$ cat config.mk
export PLATFORM = sky130hd
export DESIGN_NAME = max31855_responder_flat
export DESIGN_NICKNAME = d
export VERILOG_FILES = /design/src/rtl/max31855_pkg.sv /design/src/rtl/max31855_responder_if.sv /design/src/rtl/max31855_responder_sync_edge_det.sv /design/src/rtl/max31855_responder.sv /design/src/flat_wrapper.sv
export SDC_FILE = /design/constraint.sdc
export NUM_CORES = 1
export LEC_CHECK = 0
export CORE_ASPECT_RATIO = 1.2
export CORE_MARGIN = 2
export CORE_UTILIZATION = 55
export DETAILED_ROUTE_END_ITERATION = 12
export PLACE_DENSITY = 0.82
export SYNTH_ARGS = -nofsm -noshare
export SYNTH_HDL_FRONTEND = slang
export SYNTH_SLANG_ARGS = --single-unit
$ cat constraint.sdc
create_clock -name clk_i -period 7.5 [get_ports clk_i]
set_clock_uncertainty 0.1 [all_clocks]
set_input_delay 1.5 -clock clk_i [delete_from_list [all_inputs] [get_ports clk_i]]
set_output_delay 1.5 -clock clk_i [all_outputs]
set_load 0.01 [all_outputs]
$ cat src/rtl/max31855_pkg.sv
// Shared constants, frame field layout and FSM state type for the MAX31855 responder.
package max31855_pkg;

  localparam int FRAME_BITS = 32;
  localparam int CNT_W      = 6;

  localparam int TC_MSB    = 31;
  localparam int TC_LSB    = 18;
  localparam int FAULT_BIT = 16;
  localparam int INT_MSB   = 15;
  localparam int INT_LSB   = 4;
  localparam int SCV_BIT   = 2;
  localparam int SCG_BIT   = 1;
  localparam int OC_BIT    = 0;

  typedef enum logic [1:0] {
    ST_IDLE,
    ST_SHIFT,
    ST_OVERRUN
  } state_t;

  // Unused bits (17 and 3) stay zero as on the real device.
  function automatic logic [FRAME_BITS-1:0] pack_word(
    input logic [13:0] tc_temp,
    input logic [11:0] int_temp,
    input logic        scv,
    input logic        scg,
    input logic        oc
  );
    logic [FRAME_BITS-1:0] w;
    w                  = '0;
    w[TC_MSB:TC_LSB]   = tc_temp;
    w[FAULT_BIT]       = scv | scg | oc;
    w[INT_MSB:INT_LSB] = int_temp;
    w[SCV_BIT]         = scv;
    w[SCG_BIT]         = scg;
    w[OC_BIT]          = oc;
    return w;
  endfunction

endpackage

$ cat src/rtl/max31855_responder_if.sv
// SPI pins between a bus master and the MAX31855 responder.
interface max31855_responder_if;
  logic spi_sck_i;
  logic spi_cs_i;
  logic spi_miso_o;
  logic spi_miso_oe_o;

  modport master (output spi_sck_i, spi_cs_i, input spi_miso_o, spi_miso_oe_o);
  modport slave  (input spi_sck_i, spi_cs_i, output spi_miso_o, spi_miso_oe_o);
endinterface

$ cat src/rtl/max31855_responder_sync_edge_det.sv
// Multi-flop synchronizer with registered rise/fall detection for one asynchronous input.
module sync_edge_det #(
  parameter int   STAGES   = 2,
  parameter logic IDLE_LVL = 1'b0
) (
  input  logic clk_i,
  input  logic rst_i,
  input  logic async_i,
  output logic rise_o,
  output logic fall_o
);

  logic [STAGES-1:0] sync_q;
  logic [STAGES:0]   flush_q;
  logic              prev_q;
  logic              armed_q;
  logic              level;

  assign level = sync_q[STAGES-1];

  // Edges are only reported once the chain has flushed its reset value and then
  // seen the real input at its idle level, so a line already active at reset
  // release cannot fake an edge.
  always_ff @(posedge clk_i or posedge rst_i) begin
    if (rst_i) begin
      sync_q  <= {STAGES{IDLE_LVL}};
      flush_q <= '0;
      prev_q  <= IDLE_LVL;
      armed_q <= 1'b0;
    end else begin
      // NOTE: non-blocking assignments make every flop sample the pre-edge value,
      // which is what turns this chain into a real shift register.
      sync_q  <= {sync_q[STAGES-2:0], async_i};
      flush_q <= {flush_q[STAGES-1:0], 1'b1};
      prev_q  <= level;
      if (flush_q[STAGES] && (level == IDLE_LVL))
        armed_q <= 1'b1;
    end
  end

  assign rise_o = armed_q &  level & ~prev_q;
  assign fall_o = armed_q & ~level &  prev_q;

endmodule

$ cat src/rtl/max31855_responder.sv
// MAX31855 thermocouple converter emulator: serves a 32-bit shadow word over SPI mode 0.
module max31855_responder
  import max31855_pkg::*;
#(
  parameter int SYNC_STAGES = 2
) (
  input  logic                 clk_i,
  input  logic                 rst_i,
  max31855_responder_if.slave  spi,
  input  logic [13:0]          tc_temp_i,
  input  logic [11:0]          int_temp_i,
  input  logic                 fault_scv_i,
  input  logic                 fault_scg_i,
  input  logic                 fault_oc_i,
  input  logic                 update_i,
  output logic                 frame_done_o,
  output logic                 frame_abort_o
);

  logic sck_rise, sck_fall;
  logic cs_rise, cs_fall;

  sync_edge_det #(.STAGES(SYNC_STAGES), .IDLE_LVL(1'b0)) u_sck_sync (
    .clk_i   (clk_i),
    .rst_i   (rst_i),
    .async_i (spi.spi_sck_i),
    .rise_o  (sck_rise),
    .fall_o  (sck_fall)
  );

  sync_edge_det #(.STAGES(SYNC_STAGES), .IDLE_LVL(1'b1)) u_cs_sync (
    .clk_i   (clk_i),
    .rst_i   (rst_i),
    .async_i (spi.spi_cs_i),
    .rise_o  (cs_rise),
    .fall_o  (cs_fall)
  );

  logic [FRAME_BITS-1:0] shadow_q;
  logic [FRAME_BITS-1:0] shift_q;
  logic [CNT_W-1:0]      bit_cnt_q;
  logic                  miso_q;
  logic                  miso_oe_q;
  state_t                state_q;

  always_ff @(posedge clk_i or posedge rst_i) begin
    if (rst_i)
      shadow_q <= '0;
    else if (update_i)
      shadow_q <= pack_word(tc_temp_i, int_temp_i, fault_scv_i, fault_scg_i, fault_oc_i);
  end

  // CS rise is handled ahead of the state case so it always beats a
  // simultaneous SCK edge.
  always_ff @(posedge clk_i or posedge rst_i) begin
    if (rst_i) begin
      state_q       <= ST_IDLE;
      shift_q       <= '0;
      bit_cnt_q     <= '0;
      miso_q        <= 1'b0;
      miso_oe_q     <= 1'b0;
      frame_done_o  <= 1'b0;
      frame_abort_o <= 1'b0;
    end else begin
      frame_done_o  <= 1'b0;
      frame_abort_o <= 1'b0;
      if (state_q != ST_IDLE && cs_rise) begin
        state_q   <= ST_IDLE;
        miso_q    <= 1'b0;
        miso_oe_q <= 1'b0;
        if (bit_cnt_q >= CNT_W'(FRAME_BITS))
          frame_done_o  <= 1'b1;
        else
          frame_abort_o <= 1'b1;
      end else begin
        case (state_q)
          ST_IDLE: begin
            if (cs_fall) begin
              shift_q   <= shadow_q;
              bit_cnt_q <= '0;
              miso_q    <= shadow_q[FRAME_BITS-1];
              miso_oe_q <= 1'b1;
              state_q   <= ST_SHIFT;
            end
          end
          ST_SHIFT: begin
            if (sck_rise) begin
              bit_cnt_q <= bit_cnt_q + CNT_W'(1);
              if (bit_cnt_q == CNT_W'(FRAME_BITS - 1))
                state_q <= ST_OVERRUN;
            end else if (sck_fall) begin
              shift_q <= shift_q << 1;
              miso_q  <= shift_q[FRAME_BITS-2];
            end
          end
          ST_OVERRUN: begin
            // bit_cnt holds at FRAME_BITS so the end-of-frame test cannot wrap.
            miso_q <= 1'b0;
          end
          default: state_q <= ST_IDLE;
        endcase
      end
    end
  end

  assign spi.spi_miso_o    = miso_q;
  assign spi.spi_miso_oe_o = miso_oe_q;

endmodule
$ cat src/flat_wrapper.sv
// flat-port wrapper written by rule: the top's interface ports become plain ports
module max31855_responder_flat import max31855_pkg::*;
#(
  parameter int SYNC_STAGES = 2
)
  (clk_i, rst_i, tc_temp_i, int_temp_i, fault_scv_i, fault_scg_i, fault_oc_i, update_i, frame_done_o, frame_abort_o, spi_spi_sck_i, spi_spi_cs_i, spi_spi_miso_o, spi_spi_miso_oe_o);
  max31855_responder_if spi_i ();
  input  logic clk_i;
  input  logic rst_i;
  input  logic [13:0] tc_temp_i;
  input  logic [11:0] int_temp_i;
  input  logic fault_scv_i;
  input  logic fault_scg_i;
  input  logic fault_oc_i;
  input  logic update_i;
  output logic frame_done_o;
  output logic frame_abort_o;
  input wire logic [$bits(spi_i.spi_sck_i)-1:0] spi_spi_sck_i;
  input wire logic [$bits(spi_i.spi_cs_i)-1:0] spi_spi_cs_i;
  output wire logic [$bits(spi_i.spi_miso_o)-1:0] spi_spi_miso_o;
  output wire logic [$bits(spi_i.spi_miso_oe_o)-1:0] spi_spi_miso_oe_o;
  assign spi_i.spi_sck_i = spi_spi_sck_i;
  assign spi_i.spi_cs_i = spi_spi_cs_i;
  assign spi_spi_miso_o = spi_i.spi_miso_o;
  assign spi_spi_miso_oe_o = spi_i.spi_miso_oe_o;
  max31855_responder #(.SYNC_STAGES(SYNC_STAGES)) u_core (.clk_i(clk_i), .rst_i(rst_i), .spi(spi_i), .tc_temp_i(tc_temp_i), .int_temp_i(int_temp_i), .fault_scv_i(fault_scv_i), .fault_scg_i(fault_scg_i), .fault_oc_i(fault_oc_i), .update_i(update_i), .frame_done_o(frame_done_o), .frame_abort_o(frame_abort_o));
endmodule
After elaboration in Yosys (flattened, before gate mapping)
Index checks and enable logic that the tools add are counted.
{"block": "totals", "out_inout_bits": 4, "regBits": 87, "in_bits": 34, "wordCells": 84}
{"block": "op_classes", "n_addsub": 1, "mux": 24, "bitwise": 15, "n_reduce_logical": 14, "eq_ne": 13, "magnitude_cmp": 1}
{"op": "$mux 31", "count": 3}
{"op": "$pmux 31 s2", "count": 1}
{"op": "$mux 6", "count": 2}
{"op": "$ne 3x1->1 const B", "count": 4}
{"op": "$pmux 6 s2", "count": 1}
{"op": "$reduce_and 4->1", "count": 3}
{"op": "$mux 1", "count": 11}
{"op": "$and 1x1->1", "count": 8}
{"op": "$mux 2", "count": 4}
{"op": "$ne 2x1->1 const B", "count": 4}
{"op": "$reduce_bool 2->1", "count": 4}
{"op": "$add 6x1->6 const B", "count": 1}
{"op": "$eq 6x5->1 const B", "count": 1}
{"op": "$ge 6x6->1 const B", "count": 1}
{"op": "$pmux 2 s3", "count": 1}
{"op": "$not 1->1", "count": 5}
{"op": "$reduce_and 5->1", "count": 1}
{"op": "$reduce_bool 4->1", "count": 1}
{"op": "$logic_and 1x1->1", "count": 3}
{"op": "$ne 3x3->1 const B", "count": 1}
{"op": "$pmux 1 s3", "count": 1}
{"op": "$eq 2x1->1 const B", "count": 1}
{"op": "$eq 2x2->1 const B", "count": 1}
{"op": "$logic_not 2->1", "count": 1}
{"op": "3 further kinds", "count": 4}

Logic depth before layout (Yosys ltp)
Gate-level depths: netlist of the first run.
{"block": "logic_depth", "ltp_word": 7, "ltp_mapped": 9}

Cells and area by module
From an unflattened synthesis of the first run, not the netlist that was laid out.
{"block": "unflattened", "hier_cells": 268, "hier_area_um2": 3689.8}
{"module": "max31855_responder", "seq_area_each_um2": 1826.8, "n_inst": 1, "area_each_um2": 3268.1, "cells_each": 242}
{"module": "sync_edge_det at u_core.u_cs_sync", "seq_area_each_um2": 178.9, "n_inst": 1, "area_each_um2": 214.0, "cells_each": 12}
{"module": "sync_edge_det at u_core.u_sck_sync", "seq_area_each_um2": 175.2, "n_inst": 1, "area_each_um2": 207.7, "cells_each": 14}

Least setup slack after synthesis of the first run
OpenSTA, ideal clock, no wires.
{"block": "synth_timing", "path_kind": "input to register", "startpoint": "input update_i", "endpoint": "register u_core.shadow_q[0]", "t_arrival_ns": 2.330, "cell_stages": 3, "t_required_ns": 7.275, "setup_slack_ns": 4.946, "setup_time_ns": 0.125, "path_cell_list": "clkbuf_1 > clkbuf_1 > mux2_2"}
{"item": "start, declared", "line": "flat_wrapper.sv:15", "rtl": "input logic update_i;"}
{"item": "end signal, assigned", "line": "max31855_responder.sv:50", "rtl": "shadow_q <= pack_word(tc_temp_i, int_temp_i, fault_scv_i, fault_scg_i, fault_oc_i);"}
{"item": "end, declared", "line": "max31855_responder.sv:39", "rtl": "logic [FRAME_BITS-1:0] shadow_q;"}
No word-level cell between the ends.

Worst setup path after layout of the first run
{"block": "layout_timing", "startpoint": "register u_core.state_q[1]", "endpoint": "register u_core.shift_q[0]"}
{"block": "layout_via", "elab_chain_len": 4, "elab_cells_between_ends": 11, "cone_classes": "eq/ne: 4; mux: 1; bitwise: 1; reduce/logical: 5"}
{"item": "start, declared", "line": "max31855_responder.sv:44", "rtl": "state_t state_q;"}
{"item": "start signal, assigned", "line": "max31855_responder.sv:57", "rtl": "state_q <= ST_IDLE;"}
{"item": "start signal, assigned", "line": "max31855_responder.sv:68", "rtl": "state_q <= ST_IDLE;"}
{"item": "start signal, assigned", "line": "max31855_responder.sv:83", "rtl": "state_q <= ST_SHIFT;"}
{"item": "parallel branches: the longest is 4 deep, another holds $reduce_and 5->1"}
{"item": "end signal, assigned", "line": "max31855_responder.sv:79", "rtl": "shift_q <= shadow_q;"}
{"item": "end signal, assigned", "line": "max31855_responder.sv:92", "rtl": "shift_q <= shift_q << 1;"}
{"item": "end, declared", "line": "max31855_responder.sv:40", "rtl": "logic [FRAME_BITS-1:0] shift_q;"}
Several ways; the timed one is not identified.
A chain may end at the register's enable or synchronous reset.

==> flow_summary.ini, run 1 <==
[synthesis]
yosysSeqAreaShare_pct = 56.2
synth_fp_nets = 350
synthCells = 309
synth_ff_type = dfrtp_1
synth_area_um2 = 3740
synthArstFlopShare_pct = 100
synth_cell_type_count = 41
ys_ff_latch = 84
syn_avg_cell_area_um2 = 12.1
synth_edf_count = 0
synth_warnings = 0

[cts]
cts_hold_buffers = 0
cts_root_buf = clkbuf_8
path_clk_slew_ns = 0.08
clkSinkCount = 84
cts_max_path_buffers = 2
cts-htree-levels = 3
clock_latency_ns = 0.35
cts_resized = 0
cts_buffers = 9
cts_tree = done
cts_setup_buffers = 0

[finish]
multi_input_area_um2 = 1470
drive_above_1_share_pct = 16.0
syn2layout_area_growth_pct = 16.9
layout.nets = 380
final_core_util_pct = 67.1
area.sequential_um2 = 2110
n_antenna_cell = 0
nFillCells = 470
fin_area_um2 = 4380

[timing]
layout_worst_path_cycle_share_pct = 40.9
setup_tns_ns = 0
setup_viol = 0
tightest_slew_ns = 1.02
slew_violations = 0
rsz0062_at_grt = no
post-route-min-period_ns = 3.06
fmax_mhz = 326
slew_headroom_pct = 32.3
finalHoldViolCount = 0

[drt]
drc = 0
vias_per_cell = 5.80
drtPass1Iterations = 4
first_iter_violations = 216
dr_total_vias = 2490
final_antenna_net_count = 0
wl_per_cell_um = 15.3
wirelength_um = 6590

[run]
cap_violations = 0

[placed_design]
postPlaceCellArea_um2 = 4130
place_hpwl_um = 4080
place.gp.congestion = 0.783
port_buffers = 37

[worst_setup_path]
cp_max_fo = 65
cp-end-kind = register
start_kind = register
worst-setup-path-type = register to register
required_ns = 7.64
cp.arrival_ns = 3.21

[global_route]
grt_usage_pct = 19.7
grt_max_degree = 85
grt_first_pass_wirelength_um = 11400
grt_pass1_vias = 2467
grt_overflow_total = 0
antenna_found_initial = 0

[pwr]
clockPowerShare_pct = 25.0
power_leakage_nw = 1.88
p_seq_share_pct = 40.8
internal-power_mw = 1.04
power_switching_mw = 0.527
combPwrFrac_pct = 34.3
power.density_nw_per_um2 = 357
power_mw = 1.56
switching_share_pct = 33.7
irDropWorstVdd_uv = 199

[die]
ios = 38
core_area_um2 = 6530
die_w_um = 79.3
initial_core_util_pct = 57.4
die-height_um = 94.4
rows = 32
die_area_um2 = 7490

[worst_hold_path]
hold_class = register to register

[status]
status = completed
layout by cell type (no fill, tap or decap), types with 2 or more instances in the layout:
master / instances
clkdlybuf4s50_1: 37
nand3b_1: 2
mux2_2: 29
and3_1: 2
a21o_1: 2
nand2_1: 15
buf_4: 4
a31oi_1: 29
inv_1: 10
bufinv_16: 3
dfstp_2: 3
clkinv_2: 2
mux2i_1: 34
clkbuf_8: 11
nor2_1: 7
a21oi_1: 30
nand2b_1: 4
dfrtp_1: 81
ha_1: 6
o21ai_0: 4
nand3_1: 4
a32o_1: 2
power groups by stage:
stage | clock network (mW) | registers [mW] | logic, mW
after floorplan | 0 | 0.625 | 0.470
after global placement | 0 | 0.638 | 0.511
after detailed placement | 0 | 0.642 | 0.537
after CTS | 0.397 | 0.637 | 0.543
after global routing | 0.419 | 0.651 | 0.599
final | 0.391 | 0.638 | 0.536
worst max-delay path: stages, from the launching register on:
cell and delay (ns):
dfrtp_1 0.39, inv_1 0.15, ha_2 0.19, buf_4 0.51
nor3b_1 0.26, a211o_2 0.80, nand2_1 0.27, a22o_1 0.26
flip-flops by register name, indices dropped and copies added (netlist names):
name,cells
u_core.u_cs_sync.prev_q,1
u_core.spi.spi_miso_o,1
u_core.shadow_q,30
u_core.bit_cnt_q,6
u_core.u_sck_sync.sync_q,2
u_core.u_cs_sync.flush_q,1
u_core.frame_abort_o,1
u_core.state_q,2
u_core.u_cs_sync.armed_q,1
u_core.frame_done_o,1
u_core.u_sck_sync.prev_q,1
u_core.u_cs_sync.sync_q,2
u_core.u_sck_sync.flush_q,2
u_core.u_sck_sync.armed_q,1
u_core.spi.spi_miso_oe_o,1
u_core.shift_q,31
routing by layer:
| metal | share of wire, % | vias to the layer above | track usage [%] |
|---|---|---|---|
| met5 | 0 | - | 0 |
| met4 | 2.7 | 0 | 10.9 |
| met3 | 2.9 | 15 | 3.06 |
| met2 | 50 | 52 | 32.2 |
| met1 | 45 | 1248 | 25.4 |
| li1 | - | 1175 | - |
cells in the mapped netlist, drive strengths merged (2+ instances only):
master,number,share of area [%]
dfrtp,81,54
mux2i,34,9.1
a21oi,30,4.0
a31oi,29,4.8
mux2,29,8.7
nand2,15,1.5
buf,14,2.9
inv,11,1.1
clkbuf,8,0.84
ha,7,2.3
nor2,7,0.70
o21ai,6,0.80
nand2b,4,0.67
nand3,4,0.53
dfstp,3,2.1
a211o,2,0.47
a21o,2,0.40
a32o,2,0.53
and3,2,0.33
nand3b,2,0.40
logic make-up (layout without fill, tap and decap cells):
group | count (synthesis) | in the layout | share of synthesized area, %
other cells | 1 | 1 | 0.100
fa+ha+maj | 7 | 7 | 2.34
buf+inv | 33 | 68 | 4.88
flops | 84 | 84 | 56.2
mux | 63 | 63 | 17.8
simple gates | 42 | 42 | 5.78
compound gates | 79 | 79 | 12.9
per-stage QoR:
| step | cells | worst slack, ns | hold slack [ns] |
|---|---|---|---|
| after CTS | 429 | 4.43 | 0.256 |
| final | 429 | 4.44 | 0.255 |
| after detailed placement | 413 | 4.47 | 0.240 |
| after global placement | 413 | 4.49 | 0.232 |
| after global routing | 429 | 4.19 | 0.261 |
| after floorplan | 309 | 3.74 | 0.231 |
final cells by class:
| class | instances | share of cell area, % |
|---|---|---|
| Clock buffer | 12 | 3.54 |
| Sequential cell | 84 | 48.1 |
| Multi-Input combinational cell | 192 | 33.6 |
| Timing Repair Buffer | 41 | 9.15 |
| Inverter | 11 | 0.972 |
| Clock inverter | 4 | 2.17 |
| Tap cell | 85 | 2.43 |
path summary, 6_finish.rpt:
kind | depth (start not counted) | startpoint | slack [ns] | endpoint
worst max-delay path | 7 | u_core.state_q[1] | 4.44 | u_core.shift_q[0]
worst min-delay path | 0 | u_core.u_sck_sync.flush_q[0] | 0.26 | u_core.u_sck_sync.flush_q[1]
worst max register to register | 7 | u_core.state_q[1] | 4.44 | u_core.shift_q[0]
worst min register to register | 0 | u_core.u_sck_sync.flush_q[0] | 0.26 | u_core.u_sck_sync.flush_q[1]
max in group asynchronous | 3 | rst_i | 4.96 | u_core.shift_q[11]
min in group asynchronous | 3 | rst_i | 1.68 | u_core.shift_q[27]
(Power assumes the default switching activity.)
==> inputs of run 2 (changes only) <==
==> constraint.sdc (replaced) <==
create_clock -name clk_i -period 3.02 [get_ports clk_i]
set_clock_uncertainty 0.1 [all_clocks]
set_input_delay 0.604 -clock clk_i [delete_from_list [all_inputs] [get_ports clk_i]]
set_output_delay 0.604 -clock clk_i [all_outputs]
set_load 0.01 [all_outputs]
==> run 2 against run 1 <==
  * Sequential power rose by 150%
  * Design area fell by 0.89%
  * Die area did not move
  * Utilization fell by 0.59 points
  * Combinational power rose to 2.5 times the previous value
  * Largest cell class unchanged
  * Highest routed layer unchanged
==> flow_summary.ini, run 2 (synthesis gave the netlist of run 1 again) <==
[status]
status = completed

[pwr]
irDropWorstVdd_uv = 426
power_leakage_nw = 1.86
power_mw = 3.66
power.density_nw_per_um2 = 843

[finish]
syn2layout_area_growth_pct = 15.8
final_common_cell = dfrtp_1
layout.nets = 383
multi_input_area_um2 = 1470
nFillCells = 495
fin_area_um2 = 4340
final_core_util_pct = 66.5
regMostFlops = u_core.shift_q
layout_common_cells = dfrtp_1, clkdlybuf4s50_1, mux2i_1
n_antenna_cell = 0
largest_reg_flops = 31
area.sequential_um2 = 2110
drive_above_1_share_pct = 16.2
fin_cells = 430
reg_top3 = u_core.shift_q x31, u_core.shadow_q x30, u_core.bit_cnt_q x6

[worst_setup_path]
required_ns = 3.15
critPathTopFamily = buffers and inverters
reg2reg_depth = 6
worst-path-buf-inv = 2
worst-setup-path-type = register to register
cp.arrival_ns = 2.54
rr_endpoint = u_core.state_q[0]
reg2reg_from = u_core.state_q[1]
path_cells = inv_1, ha_2, buf_4, o311ai_0, o21ai_1, mux2_2
crit_path_max_incr_delay_ns = 0.48
r2r_setup_slack_ns = 0.62
cp-end-kind = register
start_kind = register
cp_slowest_cell = buf_4
cp_max_fo = 34

[drt]
dr_total_vias = 2438
wl_per_cell_um = 14.6
drtPass1Iterations = 4
drc = 0
wirelength_um = 6270
final_antenna_net_count = 0
vias_per_cell = 5.67
first_iter_violations = 139

[timing]
fmax_mhz = 416
slew_violations = 0
setup_tns_ns = 0
layout_worst_path_cycle_share_pct = 79.6
tightest_slew_ns = 0.576
slew_headroom_pct = 60.6
rsz0062_at_grt = no
fin_ws_ns = 0.617
post-route-min-period_ns = 2.40
setup_viol = 0
timing.hold.ws_ns = 0.259
finalHoldViolCount = 0

[run]
cap_violations = 0

[die]
ios = 38
rows = 32
core_area_um2 = 6530
die_area_um2 = 7490
die_w_um = 79.3
initial_core_util_pct = 57.4
die-height_um = 94.4

[global_route]
grt_max_degree = 85
antenna_found_initial = 0
grt_usage_pct = 19.7
grt_overflow_total = 0
grt_first_pass_wirelength_um = 11400
grt_pass1_vias = 2460

[cts]
cts_root_buf = clkbuf_8
path_clk_slew_ns = 0.07
clock_latency_ns = 0.35
cts_setup_buffers = 0
clkSinkCount = 84
cts_hold_buffers = 0
cts_tree = done
cts_max_path_buffers = 2
cts_buffers = 9
cts_resized = 0
cts-htree-levels = 3

[placed_design]
dp.cells = 416
place.gp.congestion = 0.779
dp_slack_ns = 0.629
port_buffers = 37
postPlaceCellArea_um2 = 4160
place_hpwl_um = 4110

[worst_hold_path]
hold_class = register to register
whs_path_depth = 0
holdPathEnd = u_core.u_sck_sync.flush_q[1]
min_from = u_core.u_sck_sync.flush_q[0]
[run 2: worst reg2reg max path, delay by kind of cell (launching register included)]
| kind | cells | cell delay, ns |
|---|---|---|
| AOI/OAI and AO/OA | 2 | 0.44 |
| adders and majority gates | 1 | 0.37 |
| buffers and inverters | 2 | 0.63 |
| DFF | 1 | 0.39 |
| muxes | 1 | 0.36 |
[run 2: layer usage]
metal	wire length [um]	vias to the layer above	GRT usage [%]	part of all wire, %
met5	0	-	0	0
met4	151	0	11.6	2.4
met3	266	15	4.02	4.2
met2	3000	57	29.7	48
met1	2850	1181	26.5	45
li1	-	1185	-	-
[run 2: how the worst max path moves through the flow]
stage / start / to / slack, ns / depth (start not counted)
after global routing: u_core.state_q[1] / u_core.shift_q[19] / 0.42 / 7
after detailed placement: u_core.state_q[1] / u_core.state_q[0] / 0.63 / 6
after CTS: u_core.state_q[1] / u_core.state_q[0] / 0.60 / 6
final: u_core.state_q[1] / u_core.state_q[0] / 0.62 / 6
after floorplan: rst_i / u_core.bit_cnt_q[0] / 0.16 / 1
after global placement: u_core.state_q[1] / u_core.state_q[0] / 0.73 / 6
[run 2: final cells by class]
cell class	instances	share of cell area, %
clock buffer	13	3.89
inverter	11	0.981
clock inverter	1	0.173
timing repair buffer	44	10.0
tap	85	2.45
multi-input combinational	192	33.9
sequential	84	48.5
[run 2: power breakdown]
group	internal, mW	switching (mW)	leakage (nW)
Clock	0.358	0.366	0.0876
Combinational	0.601	0.758	0.800
Sequential	1.41	0.161	0.972
